`src/rtl/intercal_alu_seq.sv`:
```
// ============================================================================
// intercal_alu_seq : handshaked INTERCAL ALU (unary/mingle one-shot, select
// iterated one bit per cycle).  Rev 1.0
// ============================================================================
`default_nettype none

module intercal_alu_seq #(
  parameter  int W = 32,
  localparam int H = W / 2
) (
  input  logic         clk,
  input  logic         rst,
  input  logic         in_valid,
  output logic         in_ready,
  input  logic [2:0]   op,
  input  logic         half,
  input  logic [W-1:0] a,
  input  logic [W-1:0] b,
  output logic         out_valid,
  input  logic         out_ready,
  output logic [W-1:0] f,
  output logic         err,
  output logic         busy
);

  localparam int         CW     = $clog2(W);
  localparam logic [2:0] OP_SEL = 3'd6;
  localparam logic [2:0] OP_RSV = 3'd7;

  typedef enum logic [1:0] {
    S_IDLE = 2'd0,
    S_BUSY = 2'd1,
    S_DONE = 2'd2
  } state_t;

  state_t          state_q, state_d;
  logic [W-1:0]    a_q, a_d, b_q, b_d;
  logic            half_q, half_d;
  logic [CW-1:0]   cnt_q, cnt_d;
  logic [W-1:0]    acc_q, acc_d;
  logic [W-1:0]    f_q, f_d;
  logic            err_q, err_d;

  logic [W-1:0]    rot_w, mg_w, res_w, step_w;
  logic [H-1:0]    ah_w, bh_w;
  logic [CW-1:0]   hi_idx_w;

  // Single-cycle operators, evaluated on the operands being accepted.
  always_comb begin
    rot_w = half ? {a[H], a[W-1:H+1], a[0], a[H-1:1]} : {a[0], a[W-1:1]};
    ah_w  = half ? a[W-1:H] : a[H-1:0];
    bh_w  = half ? b[W-1:H] : b[H-1:0];
    mg_w  = '0;
    for (int k = 0; k < H; k++) begin
      mg_w[2*k+1] = ah_w[k];
      mg_w[2*k]   = bh_w[k];
    end
    case (op)
      3'd0:    res_w = a;
      3'd1:    res_w = b;
      3'd2:    res_w = rot_w & a;
      3'd3:    res_w = rot_w | a;
      3'd4:    res_w = rot_w ^ a;
      3'd5:    res_w = mg_w;
      default: res_w = '0;
    endcase
  end

  // One select step; in half mode both halves advance on the same count.
  always_comb begin
    hi_idx_w = CW'(H) + cnt_q;
    if (half_q) begin
      step_w[H-1:0] = b_q[cnt_q]    ? {acc_q[H-2:0], a_q[cnt_q]}    : acc_q[H-1:0];
      step_w[W-1:H] = b_q[hi_idx_w] ? {acc_q[W-2:H], a_q[hi_idx_w]} : acc_q[W-1:H];
    end else begin
      step_w = b_q[cnt_q] ? {acc_q[W-2:0], a_q[cnt_q]} : acc_q;
    end
  end

  always_comb begin
    state_d = state_q;
    a_d     = a_q;
    b_d     = b_q;
    half_d  = half_q;
    cnt_d   = cnt_q;
    acc_d   = acc_q;
    f_d     = f_q;
    err_d   = err_q;
    case (state_q)
      S_IDLE: begin
        if (in_valid) begin
          a_d    = a;
          b_d    = b;
          half_d = half;
          if (op == OP_SEL) begin
            cnt_d   = half ? CW'(H - 1) : CW'(W - 1);
            acc_d   = '0;
            err_d   = 1'b0;
            state_d = S_BUSY;
          end else begin
            f_d     = res_w;
            err_d   = (op == OP_RSV);
            state_d = S_DONE;
          end
        end
      end
      S_BUSY: begin
        acc_d = step_w;
        cnt_d = cnt_q - 1'b1;
        if (cnt_q == '0) begin
          f_d     = step_w;
          state_d = S_DONE;
        end
      end
      S_DONE: begin
        if (out_ready) state_d = S_IDLE;
      end
      default: state_d = S_IDLE;
    endcase
  end

  always_ff @(posedge clk or posedge rst) begin
    if (rst) begin
      state_q <= S_IDLE;
      a_q     <= '0;
      b_q     <= '0;
      half_q  <= 1'b0;
      cnt_q   <= '0;
      acc_q   <= '0;
      f_q     <= '0;
      err_q   <= 1'b0;
    end else begin
      state_q <= state_d;
      a_q     <= a_d;
      b_q     <= b_d;
      half_q  <= half_d;
      cnt_q   <= cnt_d;
      acc_q   <= acc_d;
      f_q     <= f_d;
      err_q   <= err_d;
    end
  end

  assign in_ready  = (state_q == S_IDLE);
  assign busy      = (state_q == S_BUSY);
  assign out_valid = (state_q == S_DONE);
  assign f         = f_q;
  assign err       = err_q;

endmodule

`default_nettype wire

```
`config.mk`:
```
export PLATFORM = sky130hd
export DESIGN_NAME = intercal_alu_seq
export DESIGN_NICKNAME = d
export VERILOG_FILES = /design/src/rtl/intercal_alu_seq.sv
export SDC_FILE = /design/constraint.sdc
export NUM_CORES = 1
export LEC_CHECK = 0
export BUFFER_PORTS_ARGS = -buffer_cell sky130_fd_sc_hd__clkbuf_2
export CORE_MARGIN = 2
export CORE_UTILIZATION = 53
export DETAILED_ROUTE_END_ITERATION = 16
export GPL_TIMING_DRIVEN = 0
export PLACE_DENSITY_LB_ADDON = 0.12
export SYNTH_ARGS = -nofsm -noshare
export SYNTH_HDL_FRONTEND = slang
export SYNTH_SLANG_ARGS = --single-unit
```
`constraint.sdc`:
```
create_clock -name clk -period 4.05 [get_ports clk]
set_clock_uncertainty 0.05 [all_clocks]
set_input_delay 0.6075 -clock clk [delete_from_list [all_inputs] [get_ports clk]]
set_output_delay 0.6075 -clock clk [all_outputs]
set_load 0.005 [all_outputs]
```
==> results of run 1 <==
cells in the final DEF, fill, tap and decap left out, drive strengths merged, types with 2 or more instances in the layout:
master,synthesis,final
or3,2,2
a2bb2oi,2,2
dfrtp,137,137
a21oi,66,66
mux2,67,67
nor3b,2,2
bufinv,0,3
a31oi,14,14
clkinvlp,0,2
ha,65,65
clkbuf,41,166
clkinv,0,6
a211o,30,30
nor2,67,67
mux2i,70,70
nor2b,2,2
mux4,21,21
nand2b,9,9
a22oi,15,15
buf,24,27
inv,40,40
xnor2,2,2
o31ai,2,2
o21ai,54,54
nand2,64,64
or2,2,2
a221oi,17,17
nor3,17,17
worst paths after layout:
path | slack, ns | start | cells past startpoint | endpoint
setup / recovery | 0.70 | cnt_q[0] | 11 | f[1]
hold / removal | 0.25 | rst | 2 | f[2]
setup reg to reg | 0.70 | cnt_q[0] | 11 | f[1]
hold reg to reg | 0.43 | f[9] | 1 | f[9]
max in group asynchronous | 2.86 | rst | 4 | b_q[19]
min in group clk | 0.32 | out_ready | 2 | state_q[1]
per-layer routing:
metal	vias up	wire length (um)
met2	359	12000
met4	0	1140
met1	3603	11600
met5	-	0
met3	64	2150
li1	3306	-
worst max-delay path, cell delays in order (launching register included):
cell and delay (ns):
sky130_fd_sc_hd__dfrtp_1 0.42, sky130_fd_sc_hd__buf_6 0.18, sky130_fd_sc_hd__buf_2 0.22, sky130_fd_sc_hd__inv_1 0.09
sky130_fd_sc_hd__ha_1 0.18, sky130_fd_sc_hd__nor4b_1 0.47, sky130_fd_sc_hd__a2bb2oi_1 0.24, sky130_fd_sc_hd__or3_1 0.39
sky130_fd_sc_hd__clkbuf_1 0.15, sky130_fd_sc_hd__clkbuf_1 0.31, sky130_fd_sc_hd__a31oi_1 0.42, sky130_fd_sc_hd__a211o_1 0.15
cell families (layout without fill, tap and decap cells):
| family | Yosys count | in the layout | synth area share (%) |
|---|---|---|---|
| AOI/OAI and AO/OA | 206 | 206 | 14.9 |
| xor gates and xnor gates | 3 | 3 | 0.302 |
| adders and majority gates | 65 | 65 | 9.36 |
| buffers and inverters | 105 | 244 | 5.08 |
| DFF | 137 | 137 | 39.4 |
| muxes | 158 | 158 | 22.5 |
| and+or+nand+nor | 171 | 171 | 8.39 |
power breakdown:
group	switching (mW)	total, mW	internal [mW]
Combinational	1.32	2.67	1.34
Clock	0.612	1.61	0.995
Sequential	0.291	2.15	1.86
final cells by class:
type | instances | area (um2)
inverters | 40 | 154
clock buffers | 19 | 453
clock inverters | 11 | 148
plain buffers | 65 | 292
flip-flops and latches | 137 | 3430
fillers | 1357 | 5790
well taps | 216 | 270
repair buffers | 109 | 591
multi-input cells | 603 | 4820
flip-flops by register name, summed over array words and instances (netlist names):
name	flops
a_q	32
acc_q	32
b_q	32
f	32
cnt_q	5
state_q	2
err	1
half_q	1
metrics by stage:
| stage | utilization, % | worst slack (ns) | power (mW) | cells | hold WS [ns] |
|---|---|---|---|---|---|
| 2_1_floorplan | - | 1.44 | 4.05 | 845 | 0.400 |
| 3_3_place_gp | 59.6 | 0.727 | 4.75 | 1167 | 0.418 |
| 3_5_place_dp | 59.9 | 0.720 | 4.82 | 1170 | 0.427 |
| 4_1_cts | 63.7 | 0.732 | 6.43 | 1200 | 0.266 |
| 5_1_grt | 63.7 | 0.500 | 6.76 | 1200 | 0.317 |
| 6_report | 63.7 | 0.704 | 6.42 | 1200 | 0.246 |
==> impl_metrics.env, run 1 <==
export IMPL_timing_hold_violations_final=0
export IMPL_power_per_cell_area_nw_per_um2=632
export IMPL_grtUsageMet3_pct=5.84
export IMPL_dpl_hpwl_mm=20.4
export IMPL_critical_path_arrival_ns=3.66
export IMPL_drv_cap=0
export IMPL_postSynth_topFlopCell="sky130_fd_sc_hd__dfrtp_1"
export IMPL_final_max_slew_viol_count=0
export IMPL_fmaxAchievable_ghz=0.299
export IMPL_grt_ovf=0
export IMPL_end_kind="flip-flop"
export IMPL_timing_setup_tns_ns=0
export IMPL_die_h_um=132
export IMPL_final_period_minus_worst_setup_slack_ns=3.35
export IMPL_clkSlewWorstSetupHoldPaths_ns=0.06
export IMPL_yosys_warnings=0
export IMPL_postSynthRegisterBits=137
export IMPL_placement_io_buffers=106
export IMPL_synth_area_top_cells="sky130_fd_sc_hd__dfrtp_1 (39%), sky130_fd_sc_hd__ha_1 (9.4%), sky130_fd_sc_hd__mux2_2 (8.6%), sky130_fd_sc_hd__mux2i_1 (8.1%), sky130_fd_sc_hd__a21oi_1 (3.8%)"
export IMPL_antenna_left=0
export IMPL_final_period_utilization_pct=82.6
export IMPL_top_level_ports=108
export IMPL_final_area_um2=10200
export IMPL_syn_instance_count=845
export IMPL_grt_setup_unrepaired="false"
export IMPL_cts_sinks=137
export IMPL_peakVddDrop_mv=0.341
export IMPL_die_area_um2=17400
export IMPL_vias=7332
export IMPL_worst_path_max_fanout=10
export IMPL_synth_seq_area_share_pct=39.4
export IMPL_start_kind="flip-flop"
export IMPL_yosysUniqueCellTypes=43
export IMPL_grt_pass1_wl_mm=42.1
export IMPL_setup_violations=0
export IMPL_routed_via_density=6.11
export IMPL_dr_first_iter_drc_count=676
export IMPL_row_count=46
export IMPL_status="complete, no violations"
export IMPL_count_of_instances_resized_after_the_clock_tree_is_built=0
export IMPL_coreArea_um2=15900
export IMPL_grt_use_met2_pct=48.7
export IMPL_root_buffer="sky130_fd_sc_hd__clkbuf_16"
export IMPL_synthesis_area_um2=8690
export IMPL_gpl_final_weighted_congestion=0.990
export IMPL_start_util_pct=54.5
export IMPL_layout_area_overhead_vs_synth_pct=16.9
export IMPL_cts_htree_levels=4
export IMPL_cts_max_path_buffers=2
export IMPL_power_leakage_nw=4.89
export IMPL_synth_top_cell_area_share_pct=39.4
export IMPL_buffers_inserted_by_post_cts_timing_repair=0
export IMPL_critical_path_required_ns=4.36
export IMPL_timing_slew_headroom_pct=47.1
export IMPL_post_synth_top_area_cell="sky130_fd_sc_hd__dfrtp_1"
export IMPL_cts_tree="done"
export IMPL_number_of_diodes_added_for_antenna_fixing=0
export IMPL_wire_per_inst_um=22.4
export IMPL_clk_insertion_delay_late_ns=0.43
export IMPL_number_of_buffers_added_by_the_clock_tree_synthesis_step=17
export IMPL_routed_wl_mm=26.9
export IMPL_gr_usage_all_layers_pct=31.6
export IMPL_hold_path_class="primary input to async pin"
export IMPL_postSynthNetCount=982
export IMPL_synth_most_common_cell="sky130_fd_sc_hd__dfrtp_1"
export IMPL_dieWidth_um=132
export IMPL_synth_enable_flop_cells=0
export IMPL_ys_top_cells_by_count="sky130_fd_sc_hd__dfrtp_1 (137), sky130_fd_sc_hd__mux2i_1 (70), sky130_fd_sc_hd__nor2_1 (67)"
export IMPL_postSynth_asyncResetShare_pct=100
export IMPL_num_nets_final=1110
export IMPL_number_of_global_route_vias_before_repair=7125
export IMPL_antenna_found_initial=0
export IMPL_tightestPinTransition_ns=0.793
export IMPL_pin_count_of_the_biggest_net_entering_global_routing=43
export IMPL_drt_pre_antenna_iters=5
export IMPL_placement_cell_area_um2=9560
export IMPL_post_route_drc_count=0
export IMPL_synth_area_per_cell_um2=10.3
export IMPL_drive_gt1_share_pct=23.9
export IMPL_grt_met1_usage_pct=44.0
export IMPL_gr_max_usage_layer="met2"
export IMPL_critical_path_start_end_classification="flip-flop to flip-flop"
export IMPL_hold_buffers=0
No activity file was read; power rests on OpenSTA's default activity.
==> inputs of run 2 (changes only) <==
- CORE_UTILIZATION: 53 -> 58
- clock period: 4.05 -> 3.2 ns (I/O delays scaled with it)
==> run 2 against run 1 <==
Against the previous run:
- total power grew 24%
- non-clock buffer count is the same
- hold slack lost 0.14 ns
- register-to-register slack lost 0.56 ns
- critical path type unchanged
- largest cell class unchanged
- highest routed layer unchanged
==> impl_metrics.env, run 2 (synthesis results as in run 1) <==
export IMPL_grt_ovf=0
export IMPL_top_level_ports=108
export IMPL_dpl_hpwl_mm=19.7
export IMPL_worst_r2r_cell_count=9
export IMPL_final_common_cell="sky130_fd_sc_hd__dfrtp_1"
export IMPL_drive_gt1_share_pct=24.8
export IMPL_swShare_pct=35.3
export IMPL_number_of_global_route_vias_before_repair=7144
export IMPL_critical_path_required_ns=3.46
export IMPL_num_fill_cells=1140
export IMPL_timing_hold_violations_final=0
export IMPL_cellInternalPower_mw=5.15
export IMPL_number_of_diodes_added_for_antenna_fixing=0
export IMPL_coreArea_um2=14600
export IMPL_netsw_mw=2.81
export IMPL_power_leakage_nw=4.87
export IMPL_start_util_pct=59.6
export IMPL_clkSlewWorstSetupHoldPaths_ns=0.06
export IMPL_finalPower_mw=7.96
export IMPL_dr_first_iter_drc_count=803
export IMPL_start_kind="flip-flop"
export IMPL_cts_htree_levels=4
export IMPL_die_h_um=126
export IMPL_gr_usage_all_layers_pct=33.6
export IMPL_row_count=44
export IMPL_die_area_um2=16000
export IMPL_grt_pass1_wl_mm=40.8
export IMPL_routed_wl_mm=26.2
export IMPL_grt_setup_unrepaired="false"
export IMPL_cts_tree="done"
export IMPL_wire_per_inst_um=22.4
export IMPL_status="complete, no violations"
export IMPL_num_nets_final=1110
export IMPL_placement_io_buffers=106
export IMPL_final_max_slew_viol_count=0
export IMPL_cts_sinks=137
export IMPL_post_route_drc_count=0
export IMPL_final_period_minus_worst_setup_slack_ns=3.06
export IMPL_clkPwrFrac_pct=23.3
export IMPL_clk_insertion_delay_late_ns=0.43
export IMPL_worst_path_max_fanout=10
export IMPL_pin_count_of_the_biggest_net_entering_global_routing=41
export IMPL_fmaxAchievable_ghz=0.327
export IMPL_critical_path_arrival_ns=3.32
export IMPL_place_worst_setup_slack_ns=-0.0543
export IMPL_timing_slew_headroom_pct=46.7
export IMPL_tightestPinTransition_ns=0.800
export IMPL_combinationalPowerShare_pct=42.6
export IMPL_gpl_final_weighted_congestion=1.02
export IMPL_root_buffer="sky130_fd_sc_hd__clkbuf_16"
export IMPL_drv_cap=0
export IMPL_peakVddDrop_mv=0.526
export IMPL_antenna_found_initial=0
export IMPL_setup_violations=0
export IMPL_routed_via_density=6.30
export IMPL_p_seq_share_pct=34.1
export IMPL_buffers_inserted_by_post_cts_timing_repair=0
export IMPL_hold_path_class="primary input to async pin"
export IMPL_most_common_layout_cells="sky130_fd_sc_hd__dfrtp_1 (137), sky130_fd_sc_hd__clkbuf_2 (110), sky130_fd_sc_hd__mux2i_1 (68), sky130_fd_sc_hd__nor2_1 (67)"
export IMPL_hold_buffers=0
export IMPL_layout_area_overhead_vs_synth_pct=16.1
export IMPL_antenna_left=0
export IMPL_end_kind="flip-flop"
export IMPL_setup_slack_ns=0.143
export IMPL_vias=7361
export IMPL_number_of_buffers_added_by_the_clock_tree_synthesis_step=17
export IMPL_dieWidth_um=126
export IMPL_power_per_cell_area_nw_per_um2=789
export IMPL_final_period_utilization_pct=95.5
export IMPL_cts_max_path_buffers=2
export IMPL_critical_path_start_end_classification="flip-flop to flip-flop"
export IMPL_drt_pre_antenna_iters=7
run 2: changes by cell type in the layout (fill, tap and decap cells not counted), sizes merged:
cell      change
clkinvlp      +3
buf           -2
bufinv        -2
clkbuf        +2
run 2: repair_timing:
item                       CTS  global route
gates resized for setup      4             8
hold endpoints to repair     0             0
cloned                       0             0
setup endpoints to repair   14            30
run 2: final timing paths:
path | startpoint | endpoint | slack, ns
setup / recovery | cnt_q[0] | f[25] | 0.14
setup reg to reg | cnt_q[0] | f[25] | 0.14
min in group clk | out_ready | state_q[1] | 0.18
hold reg to reg | acc_q[31] | acc_q[31] | 0.43
hold / removal | rst | f[2] | 0.10
max in group asynchronous | rst | b_q[7] | 2.11
run 2: critical path, cell delays in order (launching register included):
cell and delay (ns):
sky130_fd_sc_hd__dfrtp_1 0.42, sky130_fd_sc_hd__buf_6 0.20, sky130_fd_sc_hd__mux4_1 0.59, sky130_fd_sc_hd__mux2i_2 0.43, sky130_fd_sc_hd__mux4_2 0.34, sky130_fd_sc_hd__buf_6 0.14
sky130_fd_sc_hd__buf_6 0.17, sky130_fd_sc_hd__mux2i_1 0.25, sky130_fd_sc_hd__nor2_1 0.09, sky130_fd_sc_hd__a211o_1 0.24
run 2: layer usage:
metal	part of all wire [%]	vias up	track usage [%]	routed length [um]
met5	0	-	0	0
met4	5.0	0	16.5	1310
met3	9.0	86	7.25	2360
met2	44	363	50.2	11400
met1	42	3610	46.8	11100
li1	-	3302	-	-
run 2: per-stage QoR:
| step | std cells | area, um2 | util (%) | TNS, ns | hold slack [ns] |
|---|---|---|---|---|---|
| 6_report | 1169 | 10100 | 69.2 | 0 | 0.105 |
| 5_1_grt | 1169 | 10100 | 69.2 | 0 | 0.175 |
| 4_1_cts | 1169 | 10100 | 69.1 | 0 | 0.128 |
| 3_5_place_dp | 1138 | 9520 | 65.2 | -0.0722 | 0.422 |
| 3_3_place_gp | 1135 | 9460 | 64.8 | -0.250 | 0.416 |
| 2_1_floorplan | 845 | 8700 | - | 0 | 0.400 |
run 2: power by group through the flow:
stage | logic (mW) | clock network, mW | registers (mW)
5_1_grt | 3.65 | 1.94 | 2.80
3_3_place_gp | 3.26 | 0 | 2.72
4_1_cts | 3.35 | 1.86 | 2.72
2_1_floorplan | 2.48 | 0 | 2.65
3_5_place_dp | 3.33 | 0 | 2.74
6_report | 3.39 | 1.85 | 2.72
run 2: final cells by class:
| cell class | instances | area [um2] | share of cell area [%] |
|---|---|---|---|
| well taps | 184 | 230 | 2.28 |
| repair buffers | 109 | 591 | 5.85 |
| clock inverters | 12 | 103 | 1.02 |
| multi-input cells | 603 | 4840 | 48.0 |
| plain buffers | 65 | 300 | 2.98 |
| flip-flops and latches | 137 | 3430 | 34.0 |
| inverters | 40 | 154 | 1.53 |
| clock buffers | 19 | 443 | 4.39 |
==> inputs of run 3 (changes only) <==
- RECOVER_POWER: not set -> 50
==> run 3 against run 2 <==
Against the previous run:
- the run now ends with max-capacitance violations, max-slew violations left
- largest cell class unchanged
- critical endpoint unchanged
- register-to-register slack about the same
- global-route usage unchanged
- hold slack better by 0.081 ns
- first-iteration DRC count up 9.7%
- setup slack better by 0.0097 ns
- clock power about the same
- die area unchanged
- critical path type unchanged
==> impl_metrics.env, run 3 (synthesis results as in run 1) <==
export IMPL_status="complete, but fails checks"
export IMPL_violations_in_the_final_reports="max-capacitance violations, max-slew violations"
export IMPL_start_util_pct=59.6
export IMPL_cellInternalPower_mw=5.14
export IMPL_p_seq_share_pct=34.3
export IMPL_swShare_pct=35.2
export IMPL_num_nets_final=1110
export IMPL_count_of_instances_resized_after_the_clock_tree_is_built=4
export IMPL_critPathMaxStageDelay_ns=0.59
export IMPL_timing_rr_start="cnt_q[0]"
export IMPL_grt_ovf=0
export IMPL_critical_path_required_ns=3.46
export IMPL_end_kind="flip-flop"
export IMPL_gpl_final_weighted_congestion=1.02
export IMPL_buffers_inserted_by_post_cts_timing_repair=0
export IMPL_finish_utilization_pct=68.9
export IMPL_timing_hold_violations_final=0
export IMPL_place_worst_setup_slack_ns=-0.0543
export IMPL_worst_hold_slack_after_final_layout_ns=0.186
export IMPL_combinationalPowerShare_pct=42.5
export IMPL_most_common_layout_cells="sky130_fd_sc_hd__dfrtp_1 (137), sky130_fd_sc_hd__clkbuf_2 (109), sky130_fd_sc_hd__mux2i_1 (68), sky130_fd_sc_hd__nor2_1 (67)"
export IMPL_grt_setup_unrepaired="false"
export IMPL_tightestPinTransition_ns=1.67
export IMPL_stdcell_count=1169
export IMPL_final_period_minus_worst_setup_slack_ns=3.05
export IMPL_power_per_cell_area_nw_per_um2=790
export IMPL_die_h_um=126
export IMPL_clk_insertion_delay_late_ns=0.43
export IMPL_wire_per_inst_um=22.3
export IMPL_gr_usage_all_layers_pct=33.6
export IMPL_clkPwrFrac_pct=23.3
export IMPL_antenna_left=0
export IMPL_critical_path_arrival_ns=3.31
export IMPL_dpl_hpwl_mm=19.7
export IMPL_peakVddDrop_mv=0.523
export IMPL_hold_buffers=0
export IMPL_hold_path_class="primary input to flip-flop"
export IMPL_timing_hold_worst_start="out_ready"
export IMPL_placement_cell_area_um2=9520
export IMPL_fmaxAchievable_ghz=0.328
export IMPL_power_leakage_nw=4.85
export IMPL_cts_max_path_buffers=2
export IMPL_number_of_diodes_added_for_antenna_fixing=0
export IMPL_cp_slowest_cell="sky130_fd_sc_hd__mux4_1"
export IMPL_start_kind="flip-flop"
export IMPL_worst_path_most_repeated_cell="sky130_fd_sc_hd__buf_6"
export IMPL_layout_area_overhead_vs_synth_pct=15.7
export IMPL_routed_via_density=6.29
export IMPL_dieWidth_um=126
export IMPL_top_level_ports=108
export IMPL_drt_pre_antenna_iters=5
export IMPL_netsw_mw=2.80
export IMPL_clkSlewWorstSetupHoldPaths_ns=0.06
export IMPL_worstSetupStartpoint="cnt_q[0]"
export IMPL_die_area_um2=16000
export IMPL_row_count=44
export IMPL_number_of_buffers_added_by_the_clock_tree_synthesis_step=17
export IMPL_number_of_global_route_vias_before_repair=7144
export IMPL_setup_violations=0
export IMPL_post_route_drc_count=0
export IMPL_routed_wl_mm=26.0
export IMPL_cts_sinks=137
export IMPL_pin_count_of_the_biggest_net_entering_global_routing=41
export IMPL_drv_cap=2
export IMPL_placement_io_buffers=106
export IMPL_cp_cell_sequence="buf_6, mux4_1, mux2i_2, mux4_2, buf_6, buf_6, mux2i_1, nor2_1, a211o_1"
export IMPL_vias=7357
export IMPL_final_common_cell="sky130_fd_sc_hd__dfrtp_1"
export IMPL_timing_slew_headroom_pct=-11.2
export IMPL_final_period_utilization_pct=95.2
export IMPL_setup_slack_ns=0.153
export IMPL_coreArea_um2=14600
export IMPL_dr_first_iter_drc_count=881
export IMPL_worst_path_max_fanout=10
export IMPL_place_inst=1138
export IMPL_drive_gt1_share_pct=24.5
export IMPL_cts_htree_levels=4
export IMPL_final_area_um2=10100
export IMPL_final_max_slew_viol_count=70
export IMPL_critical_path_start_end_classification="flip-flop to flip-flop"
export IMPL_cts_tree="done"
export IMPL_root_buffer="sky130_fd_sc_hd__clkbuf_16"
export IMPL_antenna_found_initial=0
export IMPL_grt_pass1_wl_mm=40.8
run 3: cell count changes in the layout (fill, tap and decap cells not counted), sizes merged:
cell	delta
clkbuf	+1
buf	-2
dlymetal6s4s	+1
run 3: worst paths after layout:
| path | endpoint | slack [ns] | depth (start not counted) |
|---|---|---|---|
| max | f[25] | 0.15 | 9 |
| min | state_q[1] | 0.19 | 2 |
| max reg2reg | f[25] | 0.15 | 9 |
| min reg2reg | acc_q[31] | 0.43 | 2 |
| max in group asynchronous | b_q[6] | 0.60 | 4 |
| min in group asynchronous | f[2] | 0.28 | 2 |
run 3: layout make-up:
type / instances / area, um2
Inverter: 40 / 151
Multi-Input combinational cell: 603 / 4840
Clock inverter: 12 / 103
Fill cell: 1146 / 4530
Buffer: 65 / 300
Clock buffer: 19 / 443
Tap cell: 184 / 230
Timing Repair Buffer: 109 / 557
Sequential cell: 137 / 3430
run 3: through the flow:
stage	total power [mW]	TNS, ns
detailed placement	6.07	-0.0722
CTS	7.93	0
floorplan	5.12	0
global placement	5.98	-0.250
finish	7.94	0
global route	8.37	0
run 3: metal layers:
metal  GRT usage [%]  vias up  routed length (um)
met3            7.25       85                2140
li1                -     3310                   -
met5               0        -                   0
met2            50.2      379               11400
met4            16.5        0                1340
met1            46.8     3583               11200
run 3: power by group through the flow:
stage | combinational [mW] | clock [mW] | sequential, mW
2_1_floorplan | 2.48 | 0 | 2.65
3_3_place_gp | 3.26 | 0 | 2.72
3_5_place_dp | 3.33 | 0 | 2.74
4_1_cts | 3.35 | 1.86 | 2.72
5_1_grt | 3.64 | 1.94 | 2.80
6_report | 3.37 | 1.85 | 2.72
run 3: worst max-delay path, delay by kind of cell, from the launching register on:
kind / cells / cell delay, ns
flops: 1 / 0.42
mux: 4 / 1.61
buf+inv: 3 / 0.52
simple gates: 1 / 0.09
compound gates: 1 / 0.24
